File: src/rtl/map_ss_pkg.sv
// ---------------------------------------------------------------------------
// map_ss_pkg: shared types and constants for the save-state engine.  Rev 1.0
// ---------------------------------------------------------------------------
`default_nettype none

package map_ss_pkg;

  typedef enum logic [3:0] {
    ST_IDLE,
    ST_S_ADDR,
    ST_S_WAIT,
    ST_S_CAP,
    ST_L_CHK_RD,
    ST_L_CHK,
    ST_L_RD,
    ST_L_SET,
    ST_L_WAIT,
    ST_L_HOLD,
    ST_FIN,
    ST_ERR
  } ss_state_t;

  localparam int SS_IDX_ADDR       = 127;
  localparam int SS_M2_TIMEOUT_DEF = 4095;

endpackage

`default_nettype wire

File: src/rtl/m2_edge_sync.sv
// ---------------------------------------------------------------------------
// m2_edge_sync: 2-FF synchronizer for M2 plus a one-clk falling-edge pulse.  Rev 1.0
// ---------------------------------------------------------------------------
`default_nettype none

module m2_edge_sync (
  input  logic clk,
  input  logic sys_rst,
  input  logic m2,
  output logic m2_fall
);

  logic [1:0] sync;
  logic       prev;

  always_ff @(posedge clk or posedge sys_rst) begin
    if (sys_rst) begin
      sync <= 2'b00;
      prev <= 1'b0;
    end else begin
      sync <= {sync[0], m2};
      prev <= sync[1];
    end
  end

  assign m2_fall = prev & ~sync[1];

endmodule

`default_nettype wire

File: src/rtl/map_ss_engine.sv
// ---------------------------------------------------------------------------
// map_ss_engine: sweeps a mapper's save-state space to/from a state buffer.  Rev 1.0
// ---------------------------------------------------------------------------
`default_nettype none

module map_ss_engine
  import map_ss_pkg::*;
#(
  parameter int SS_LEN     = 128,
  parameter int IDX_ADDR   = SS_IDX_ADDR,
  parameter int SETTLE     = 2,
  parameter int M2_TIMEOUT = SS_M2_TIMEOUT_DEF
) (
  input  logic       clk,
  input  logic       sys_rst,
  input  logic       m2,
  input  logic       cmd_save,
  input  logic       cmd_load,
  output logic       busy,
  output logic       done,
  output logic       err,
  output logic [7:0] buf_addr,
  output logic [7:0] buf_wdat,
  output logic       buf_we,
  input  logic [7:0] buf_rdat,
  output logic       ss_act,
  output logic       ss_we,
  output logic [7:0] ss_addr,
  output logic [7:0] ss_dat,
  input  logic [7:0] ss_rdat
);

  localparam logic [7:0]  LAST        = 8'(SS_LEN - 1);
  localparam logic [7:0]  IDX8        = 8'(IDX_ADDR);
  localparam logic [7:0]  FIRST_LD    = (IDX8 == 8'd0) ? 8'd1 : 8'd0;
  localparam logic [11:0] SETTLE_LAST = 12'(SETTLE - 1);
  localparam logic [11:0] TIMEOUT     = 12'(M2_TIMEOUT);

  ss_state_t   state, state_nxt;
  logic [7:0]  n, n_nxt, n_inc, n_step;
  logic [11:0] cnt, cnt_nxt;
  logic        accept, last_ld, m2_fall;
  logic        err_q;
  logic [7:0]  ss_addr_q, ss_dat_q, buf_addr_q;

  m2_edge_sync u_m2_sync (
    .clk     (clk),
    .sys_rst (sys_rst),
    .m2      (m2),
    .m2_fall (m2_fall)
  );

  // Load walk skips the read-only index; the terminal test never relies on overflow.
  assign n_inc   = n + 8'd1;
  assign n_step  = (n_inc == IDX8) ? n + 8'd2 : n_inc;
  assign last_ld = (n == LAST) || ((n_inc == LAST) && (IDX8 == LAST));

  always_ff @(posedge clk or posedge sys_rst) begin
    if (sys_rst) begin
      state      <= ST_IDLE;
      n          <= 8'd0;
      cnt        <= 12'd0;
      err_q      <= 1'b0;
      ss_addr_q  <= 8'd0;
      ss_dat_q   <= 8'd0;
      buf_addr_q <= 8'd0;
    end else begin
      state      <= state_nxt;
      n          <= n_nxt;
      cnt        <= cnt_nxt;
      err_q      <= accept ? 1'b0 : err;
      ss_addr_q  <= ss_addr;
      ss_dat_q   <= ss_dat;
      buf_addr_q <= buf_addr;
    end
  end

  always_comb begin
    state_nxt = state;
    n_nxt     = n;
    cnt_nxt   = cnt;
    accept    = 1'b0;
    busy      = 1'b0;
    ss_act    = 1'b0;
    ss_we     = 1'b0;
    done      = 1'b0;
    buf_we    = 1'b0;
    buf_wdat  = 8'd0;
    buf_addr  = buf_addr_q;
    ss_addr   = ss_addr_q;
    ss_dat    = ss_dat_q;
    err       = err_q;

    unique case (state)
      ST_IDLE: begin
        if (cmd_save) begin
          accept    = 1'b1;
          n_nxt     = 8'd0;
          state_nxt = ST_S_ADDR;
        end else if (cmd_load) begin
          accept    = 1'b1;
          state_nxt = ST_L_CHK_RD;
        end
      end
      ST_S_ADDR: begin
        cnt_nxt   = 12'd0;
        state_nxt = (SETTLE == 0) ? ST_S_CAP : ST_S_WAIT;
      end
      ST_S_WAIT: begin
        if (cnt == SETTLE_LAST) state_nxt = ST_S_CAP;
        else                    cnt_nxt   = cnt + 12'd1;
      end
      ST_S_CAP: begin
        buf_we   = 1'b1;
        buf_wdat = ss_rdat;
        buf_addr = n;
        if (n == LAST) begin
          state_nxt = ST_FIN;
        end else begin
          n_nxt     = n_inc;
          state_nxt = ST_S_ADDR;
        end
      end
      ST_L_CHK_RD: state_nxt = ST_L_CHK;
      ST_L_CHK: begin
        if (buf_rdat != ss_rdat) begin
          state_nxt = ST_ERR;
        end else begin
          n_nxt     = FIRST_LD;
          state_nxt = ST_L_RD;
        end
      end
      ST_L_RD: state_nxt = ST_L_SET;
      ST_L_SET: begin
        cnt_nxt   = 12'd0;
        state_nxt = ST_L_WAIT;
      end
      ST_L_WAIT: begin
        // A fall seen in the first wait clk left M2 before ss_we rose; wait for the next one.
        if (m2_fall && (cnt != 12'd0)) state_nxt = ST_L_HOLD;
        else if (cnt == TIMEOUT)       state_nxt = ST_ERR;
        else                           cnt_nxt   = cnt + 12'd1;
      end
      ST_L_HOLD: begin
        if (last_ld) begin
          state_nxt = ST_FIN;
        end else begin
          n_nxt     = n_step;
          state_nxt = ST_L_RD;
        end
      end
      ST_FIN: begin
        done      = 1'b1;
        state_nxt = ST_IDLE;
      end
      ST_ERR: begin
        err       = 1'b1;
        state_nxt = ST_IDLE;
      end
      default: state_nxt = ST_IDLE;
    endcase

    if (state inside {ST_S_ADDR, ST_S_WAIT, ST_S_CAP, ST_L_CHK_RD, ST_L_CHK,
                      ST_L_RD, ST_L_SET, ST_L_WAIT, ST_L_HOLD}) begin
      busy   = 1'b1;
      ss_act = 1'b1;
    end
    if (state inside {ST_S_ADDR, ST_S_WAIT, ST_S_CAP, ST_L_SET, ST_L_WAIT, ST_L_HOLD})
      ss_addr = n;
    if (state inside {ST_L_CHK_RD, ST_L_CHK}) begin
      ss_addr  = IDX8;
      buf_addr = IDX8;
    end
    if (state inside {ST_L_RD, ST_L_SET, ST_L_WAIT, ST_L_HOLD})
      buf_addr = n;
    if (state inside {ST_L_SET, ST_L_WAIT, ST_L_HOLD})
      ss_we = 1'b1;
    if (state == ST_L_SET)
      ss_dat = buf_rdat;
  end

endmodule

`default_nettype wire
File: config.mk
export PLATFORM = sky130hd
export DESIGN_NAME = map_ss_engine
export DESIGN_NICKNAME = d
export VERILOG_FILES = /design/src/rtl/map_ss_pkg.sv /design/src/rtl/m2_edge_sync.sv /design/src/rtl/map_ss_engine.sv
export SDC_FILE = /design/constraint.sdc
export NUM_CORES = 1
export LEC_CHECK = 0
export BUFFER_PORTS_ARGS = -buffer_cell sky130_fd_sc_hd__buf_2
export CORE_MARGIN = 1
export CORE_UTILIZATION = 25
export DETAILED_ROUTE_END_ITERATION = 8
export PLACE_DENSITY = 0.4
export SLEW_MARGIN = 20
export SYNTH_ARGS = -nofsm -noshare
export SYNTH_HDL_FRONTEND = slang
export SYNTH_SLANG_ARGS = --single-unit
File: constraint.sdc
create_clock -name clk -period 6.01 [get_ports clk]
set_input_delay 0.601 -clock clk [delete_from_list [all_inputs] [get_ports clk]]
set_output_delay 0.601 -clock clk [all_outputs]
set_load 0.02 [all_outputs]
==> results of run 1 <==
worst max-delay path, cell delays in order (launching register included):
cell and delay, ns:
dfrtp_1 0.61, nor2_1 0.39, nor3_1 0.11, o22ai_2 0.56, mux2i_1 0.25, nand2_1 0.11
buf_2 0.21
final timing paths:
path                       slack [ns]                          end
max in group asynchronous        5.08        ss_dat_q[7]$_DFF_PP0_
hold / removal                   0.36  u_m2_sync.sync[1]$_DFF_PP0_
min in group asynchronous        0.48           cnt[5]$_DFFE_PP0P_
setup reg to reg                 3.12           cnt[9]$_DFFE_PP0P_
hold reg to reg                  0.36  u_m2_sync.sync[1]$_DFF_PP0_
setup / recovery                 2.87                   ss_addr[4]
placed cells by master (no fill, tap or decap), types with 3 or more instances in the layout:
cell type,count
a211oi_1,3
a21boi_0,3
a21o_1,3
a21oi_1,14
and2_1,12
and4_1,3
buf_2,58
clkbuf_16,5
dfrtp_1,52
ha_1,6
inv_1,6
mux2_2,9
mux2i_1,12
nand2_1,34
nand2b_1,6
nand3_1,9
nor2_1,16
nor2b_1,7
nor3_1,3
nor3b_1,4
nor4_1,4
o211ai_1,4
o21a_1,3
o21ai_0,14
o31ai_1,7
or3_1,5
or4_1,6
xnor2_1,6
xor2_1,8
power by group through the flow:
stage,Sequential (mW),Combinational (mW),Clock (mW)
after floorplan,0.496,0.709,0
after global placement,0.556,0.903,0
after detailed placement,0.560,0.900,0
after CTS,0.551,0.906,0.313
after global routing,0.570,0.984,0.328
final,0.553,0.886,0.300
area by class of cell:
type / count / area [µm²]
Inverter: 7 / 26.3
Fill cell: 1207 / 7990
Tap cell: 143 / 179
Clock buffer: 5 / 125
Clock inverter: 3 / 25.0
Timing Repair Buffer: 60 / 305
Multi-Input combinational cell: 231 / 1570
Sequential cell: 52 / 1300
per-layer routing:
layer	vias to the layer above	wire length, µm	track usage (%)
li1	1213	-	-
met1	1161	3730	18.0
met2	66	3340	19.3
met3	12	333	2.57
met4	0	171	6.04
met5	-	0	0
stage by stage:
stage | power, mW | instances | setup slack [ns] | utilization (%) | instance area [µm²]
final | 1.74 | 501 | 2.87 | 30.7 | 3530
after global routing | 1.88 | 501 | 2.61 | 30.7 | 3530
after CTS | 1.77 | 501 | 2.86 | 30.7 | 3530
after detailed placement | 1.46 | 493 | 3.07 | 29.4 | 3380
after global placement | 1.46 | 493 | 3.12 | 29.4 | 3380
after floorplan | 1.21 | 306 | 3.61 | - | 2980
synthesized netlist by cell type, drive strengths merged, types with 4 or more instances:
cell type	n	share of area, %
ha	6	2.5
o21ai	14	2.4
inv	7	0.88
mux2i	12	4.0
nor3b	4	1.0
clkbuf	7	0.88
xor2	8	2.4
mux2	9	3.4
o211ai	4	1.0
xnor2	6	1.8
or4	6	1.5
dfrtp	52	44
a21oi	14	2.4
nor4	4	0.84
or3	5	1.1
nand3	9	1.5
nor2	17	2.2
and2	12	2.5
nor2b	7	1.5
nand2	34	4.3
buf	9	1.8
nand2b	6	1.3
o31ai	7	1.8
kinds of logic after synthesis:
| family | Yosys count |
|---|---|
| xor gates and xnor gates | 14 |
| DFF | 52 |
| buffers and inverters | 23 |
| AOI/OAI and AO/OA | 71 |
| and+or+nand+nor | 119 |
| adders and majority gates | 6 |
| muxes | 21 |
flip-flops by register name, indices dropped and copies added, names as in the netlist:
signal and count:
cnt 12, state 4, u_m2_sync.prev 1, u_m2_sync.sync 2, buf_addr_q 8, err_q 1, ss_addr_q 8, n 8
ss_dat_q 8
==> key figures, run 1 <==
Routing
  – DRC Markers: 4
  – Post-DRT Antenna Nets: 0
  – Via/cell ratio: between 4 and 5
  – Router iterations before antenna repair: 6
  – Initial drt markers: 162
  – Drt total wl: roughly 7600 µm
  – Total number of vias: between 2000 and 2500
  – Wire per inst: 15.1 µm

STA
  – Fmax achieved: 318 MHz
  – Final setup fails: 0
  – Final Skew: ~0.0082 ns
  – Setup_tns: 0 ns
  – Post-layout min period: between 3 and 4 ns
  – Hold slack: around 0.36 ns
  – Slew headroom: approximately half
  – Period utilisation layout: a little over half
  – RSZ-0062 raised after global routing: no
  – Final hold vios: 0
  – Slew Limit Fails: 0
  – Slew @ Worst Pin: around 0.72 ns

Synth
  – Post-Synth Simple-Gate Area: 21.9%
  – Count of cell types in the netlist: between 50 and 60
  – Synth Area in XOR/XNOR: 4.12%
  – Number of synthesized flops with an enable pin: 0
  – Syn avg cell area: approximately 9.7 µm²
  – Warning count from the yosys run: 0
  – Sequential area share after synthesis: a little over two fifths
  – Dominant synthesized flop cell: dfrtp_1
  – Mapped Area: a little under 3000 µm²
  – Post-Synth Adder-Cell Area: under 10%
  – Syn Inst Count: around 310
  – Syn_nets: between 300 and 400
  – #FFs+latches synth: 52
  – Compound-Gate Fraction of Synth Area: 16.8%
  – Post-synthesis mux area share: between 7 and 8%
  – Main combinational cell family by area after synthesis: simple AND/OR/NAND/NOR gates
  – Async SR Flop Fraction: 100%

Place
  – DP Wirelength: between 5000 and 6000 µm
  – GPL Wtd Cong: 0.763
  – PortBufs: just under 60

Pwr
  – Internal power: 0.927 mW
  – Clk network pwr share: ~17%
  – Switching Share: a little under half
  – P_sw: between 0.8 and 0.9 mW
  – PD cells: slightly below 500 nW/µm²
  – Leak pwr: 1.66 nW
  – Maximum vdd ir drop: around 170 µV
  – Comb pwr share: around half
  – Seq pwr share: a little under a third

Floorplanning
  – CORE AREA: approximately 12000 µm²
  – Initial core utilization: about a quarter
  – Die ar.: around 12000 µm²
  – Site Rows: 39
  – Die Span Y: 111 µm
  – IO Pins: 59
  – Die X: approximately 110 µm

Clock tree
  – H-tree Lvls: 2
  – Clock transition at path regs: roughly 0.080 ns
  – Max Root-Sink Buffers: 2
  – Post_cts resized: 0
  – TritonCTS Buffers: 5
  – Clk root buf: clkbuf_16
  – CTS tree: built
  – Hold_buf cts: 0
  – Latest clock arrival within the worst-skew pair: roughly 0.3 ns
  – Clock sink count: 52
  – # Post-CTS Setup Buffers: 0

Worst setup path
  – Worst Reg-to-Reg Cells: 6
  – Nature of the critical path endpoint: output port
  – Critical Path RT: roughly 5.4 ns
  – Worst R2R Start: state[0]$_DFFE_PP0P_
  – Kind of critical path: reg2out
  – Crit path from: state[3]$_DFFE_PP0P_
  – CP Max Fanout: 22
  – Critical Path AT: approximately 2.5 ns
  – Worst setup SP type: flop

Run status
  – Violated checks: DRC
  – Status: complete, but fails checks

Min path
  – Hold Path Origin: u_m2_sync.sync[0]$_DFF_PP0_
  – HP Class: reg2reg
  – Hold path cells: 0

Cells and area
  – Layout area overhead: 18.6%
  – Layout cell share with drive strength beyond 1: 24.3%
  – Nets: roughly 380
  – Ant. Diodes: 0

Global route
  – Gr usage total: between 10% and 20%
  – Number of global-route vias before repair: 2385
  – Grt ovf: 0
  – First-pass GRT wire length: roughly 13000 µm
  – Largest net degree at the start of global routing: 53
  – Initial antenna violation count: 0

Flow run
  – MaxCap Viol Count: 0
Power figures use the tool's default switching activity.
==> run 2: changes to the inputs <==
--- a/config.mk
+++ b/config.mk
@@ -9,7 +9,7 @@
 export CORE_MARGIN = 1
 export CORE_UTILIZATION = 25
 export DETAILED_ROUTE_END_ITERATION = 8
-export PLACE_DENSITY = 0.4
+export PLACE_DENSITY = 0.42
 export SLEW_MARGIN = 20
 export SYNTH_ARGS = -nofsm -noshare
 export SYNTH_HDL_FRONTEND = slang
==> constraint.sdc (replaced) <==
create_clock -name clk -period 2.6 [get_ports clk]
set_input_delay 0.26 -clock clk [delete_from_list [all_inputs] [get_ports clk]]
set_output_delay 0.26 -clock clk [all_outputs]
set_load 0.02 [all_outputs]
==> run 2 against run 1 <==
The flow now finishes without violations. Die area unchanged. Global-route usage rose by 0.39 points. Clock power increased to 2.6 times the previous value. Wire length is 2.8% higher. Via count grew 3.8%. Register-to-register slack worse by 2.9 ns. Count of clock-buffer cells in the layout unchanged. Critical path type is now reg2reg. Largest power group unchanged. Highest routed layer unchanged.
==> key figures, run 2 (synthesis results as in run 1) <==
Run status
  – Status: finished, final reports clean

Worst setup path
  – WP buf/inv: 0
  – Flop-to-flop setup slack: ~0.21 ns
  – Worst Reg-to-Reg Cells: 7
  – Nature of the critical path endpoint: flop
  – Critical Path AT: 2.58 ns
  – Kind of critical path: reg2reg
  – Delay-heaviest family, CP: simple AND/OR/NAND/NOR gates
  – Crit. path cell count: 7
  – CP Max Fanout: 12
  – Slowest stage delay, CP: just under 0.6 ns
  – CP Cell Sequence: ha_1 -> and3b_1 -> o221ai_1 -> a211oi_1 -> or4_4 -> o21bai_1 -> a22o_1
  – Worst setup SP type: flop
  – Slowest-stage cell, CP: or4_4
  – Critical Path RT: 2.79 ns

STA
  – Final Skew: slightly below 0.009 ns
  – Setup_tns: 0 ns
  – Fmax achieved: approximately 420 MHz
  – Post-layout min period: 2.39 ns
  – Period utilisation layout: between 90% and 100%
  – Slew @ Worst Pin: 0.633 ns
  – RSZ-0062 raised after global routing: no
  – Final setup fails: 0
  – Final hold vios: 0
  – Slew Limit Fails: 0
  – Hold slack: approximately 0.037 ns
  – Slew headroom: 57.7%

Clock tree
  – Hold_buf cts: 0
  – Latest clock arrival within the worst-skew pair: 0.30 ns
  – Clk root buf: clkbuf_16
  – Clock sink count: 52
  – H-tree Lvls: 2
  – CTS tree: built
  – Clock transition at path regs: 0.08 ns
  – TritonCTS Buffers: 5
  – Max Root-Sink Buffers: 2

Place
  – PortBufs: 58
  – GPL Wtd Cong: 0.806
  – DP Wirelength: ~5700 µm

Cells and area
  – Ant. Diodes: 0
  – Max reg flops: 12
  – Fin util: 32.4%
  – Most frequent cells in the layout: 58 x buf_2, 50 x dfrtp_1, 34 x nand2_1
  – Layout cell share with drive strength beyond 1: 29.4%
  – Layout area overhead: 25.2%
  – Nets: between 400 and 500
  – Commonest non-fill, non-tap cell in the layout: buf_2
  – Reg with most FFs: cnt

Floorplanning
  – Die Span Y: ~110 µm
  – Die X: around 110 µm
  – Die ar.: about 12000 µm²
  – IO Pins: 59
  – Site Rows: 39
  – Initial core utilization: about a quarter
  – CORE AREA: ~12000 µm²

Routing
  – DRC Markers: 0
  – Initial drt markers: 176
  – Total number of vias: roughly 2500
  – Via/cell ratio: ~4.9
  – Drt total wl: 7790 µm
  – Post-DRT Antenna Nets: 0
  – Wire per inst: roughly 15 µm
  – Router iterations before antenna repair: 4

Global route
  – First-pass GRT wire length: around 13000 µm
  – Grt ovf: 0
  – Initial antenna violation count: 0
  – Number of global-route vias before repair: roughly 2500
  – Gr usage total: a little over an eighth
  – Largest net degree at the start of global routing: 28

Pwr
  – Maximum vdd ir drop: 361 µV
  – Leak pwr: 1.77 nW
  – PD cells: around 1200 nW/µm²
  – Total power draw: 4.32 mW

Min path
  – HP Class: in2async

Flow run
  – MaxCap Viol Count: 0
## run 2: changes by cell type in the layout (fill, tap and decap cells not counted), sizes merged
cell,delta
inv,-1
bufinv,+1
buf,+20
## run 2: cell type report
type                    instances  area [µm²]
multi-input cells             231        1580
fillers                      1210        7790
repair buffers                 80         468
inverters                       7        26.3
flip-flops and latches         52        1300
well taps                     143         179
clock buffers                   5         125
clock inverters                 3        46.3
## run 2: report_power, final
part | internal, mW | switching (mW)
logic | 0.902 | 1.39
clock network | 0.459 | 0.331
registers | 1.04 | 0.195
## run 2: routing by layer
layer | vias up | share of wire (%) | track usage, %
met3 | 6 | 3.4 | 1.91
met4 | 0 | 1.3 | 4.05
met5 | - | 0 | 0
met1 | 1232 | 52 | 18.8
li1 | 1249 | - | -
met2 | 59 | 44 | 21.1
## run 2: stage by stage
step	area (µm²)	setup slack [ns]	instances
floorplan	2980	0.369	306
global placement	3540	0.106	513
detailed placement	3540	0.00722	513
CTS	3720	0.0611	521
global route	3730	0.00154	521
finish	3730	0.212	521
## run 2: path summary, 6_finish.rpt
path                                          endpoint                   startpoint
setup reg to reg                      n[7]$_DFFE_PP0P_             n[1]$_DFFE_PP0P_
hold reg to reg            u_m2_sync.sync[1]$_DFF_PP0_  u_m2_sync.sync[0]$_DFF_PP0_
setup / recovery                      n[7]$_DFFE_PP0P_             n[1]$_DFFE_PP0P_
min in group clk           u_m2_sync.sync[0]$_DFF_PP0_                           m2
max in group asynchronous         state[0]$_DFFE_PP0P_                      sys_rst
hold / removal                  ss_addr_q[5]$_DFF_PP0_                      sys_rst
## run 2: timing repair
action                     in CTS  in global routing
setup endpoints to repair       1                 12
setup buffers                   0                  0
pin swaps                       0                  0
gates resized for setup         1                  4
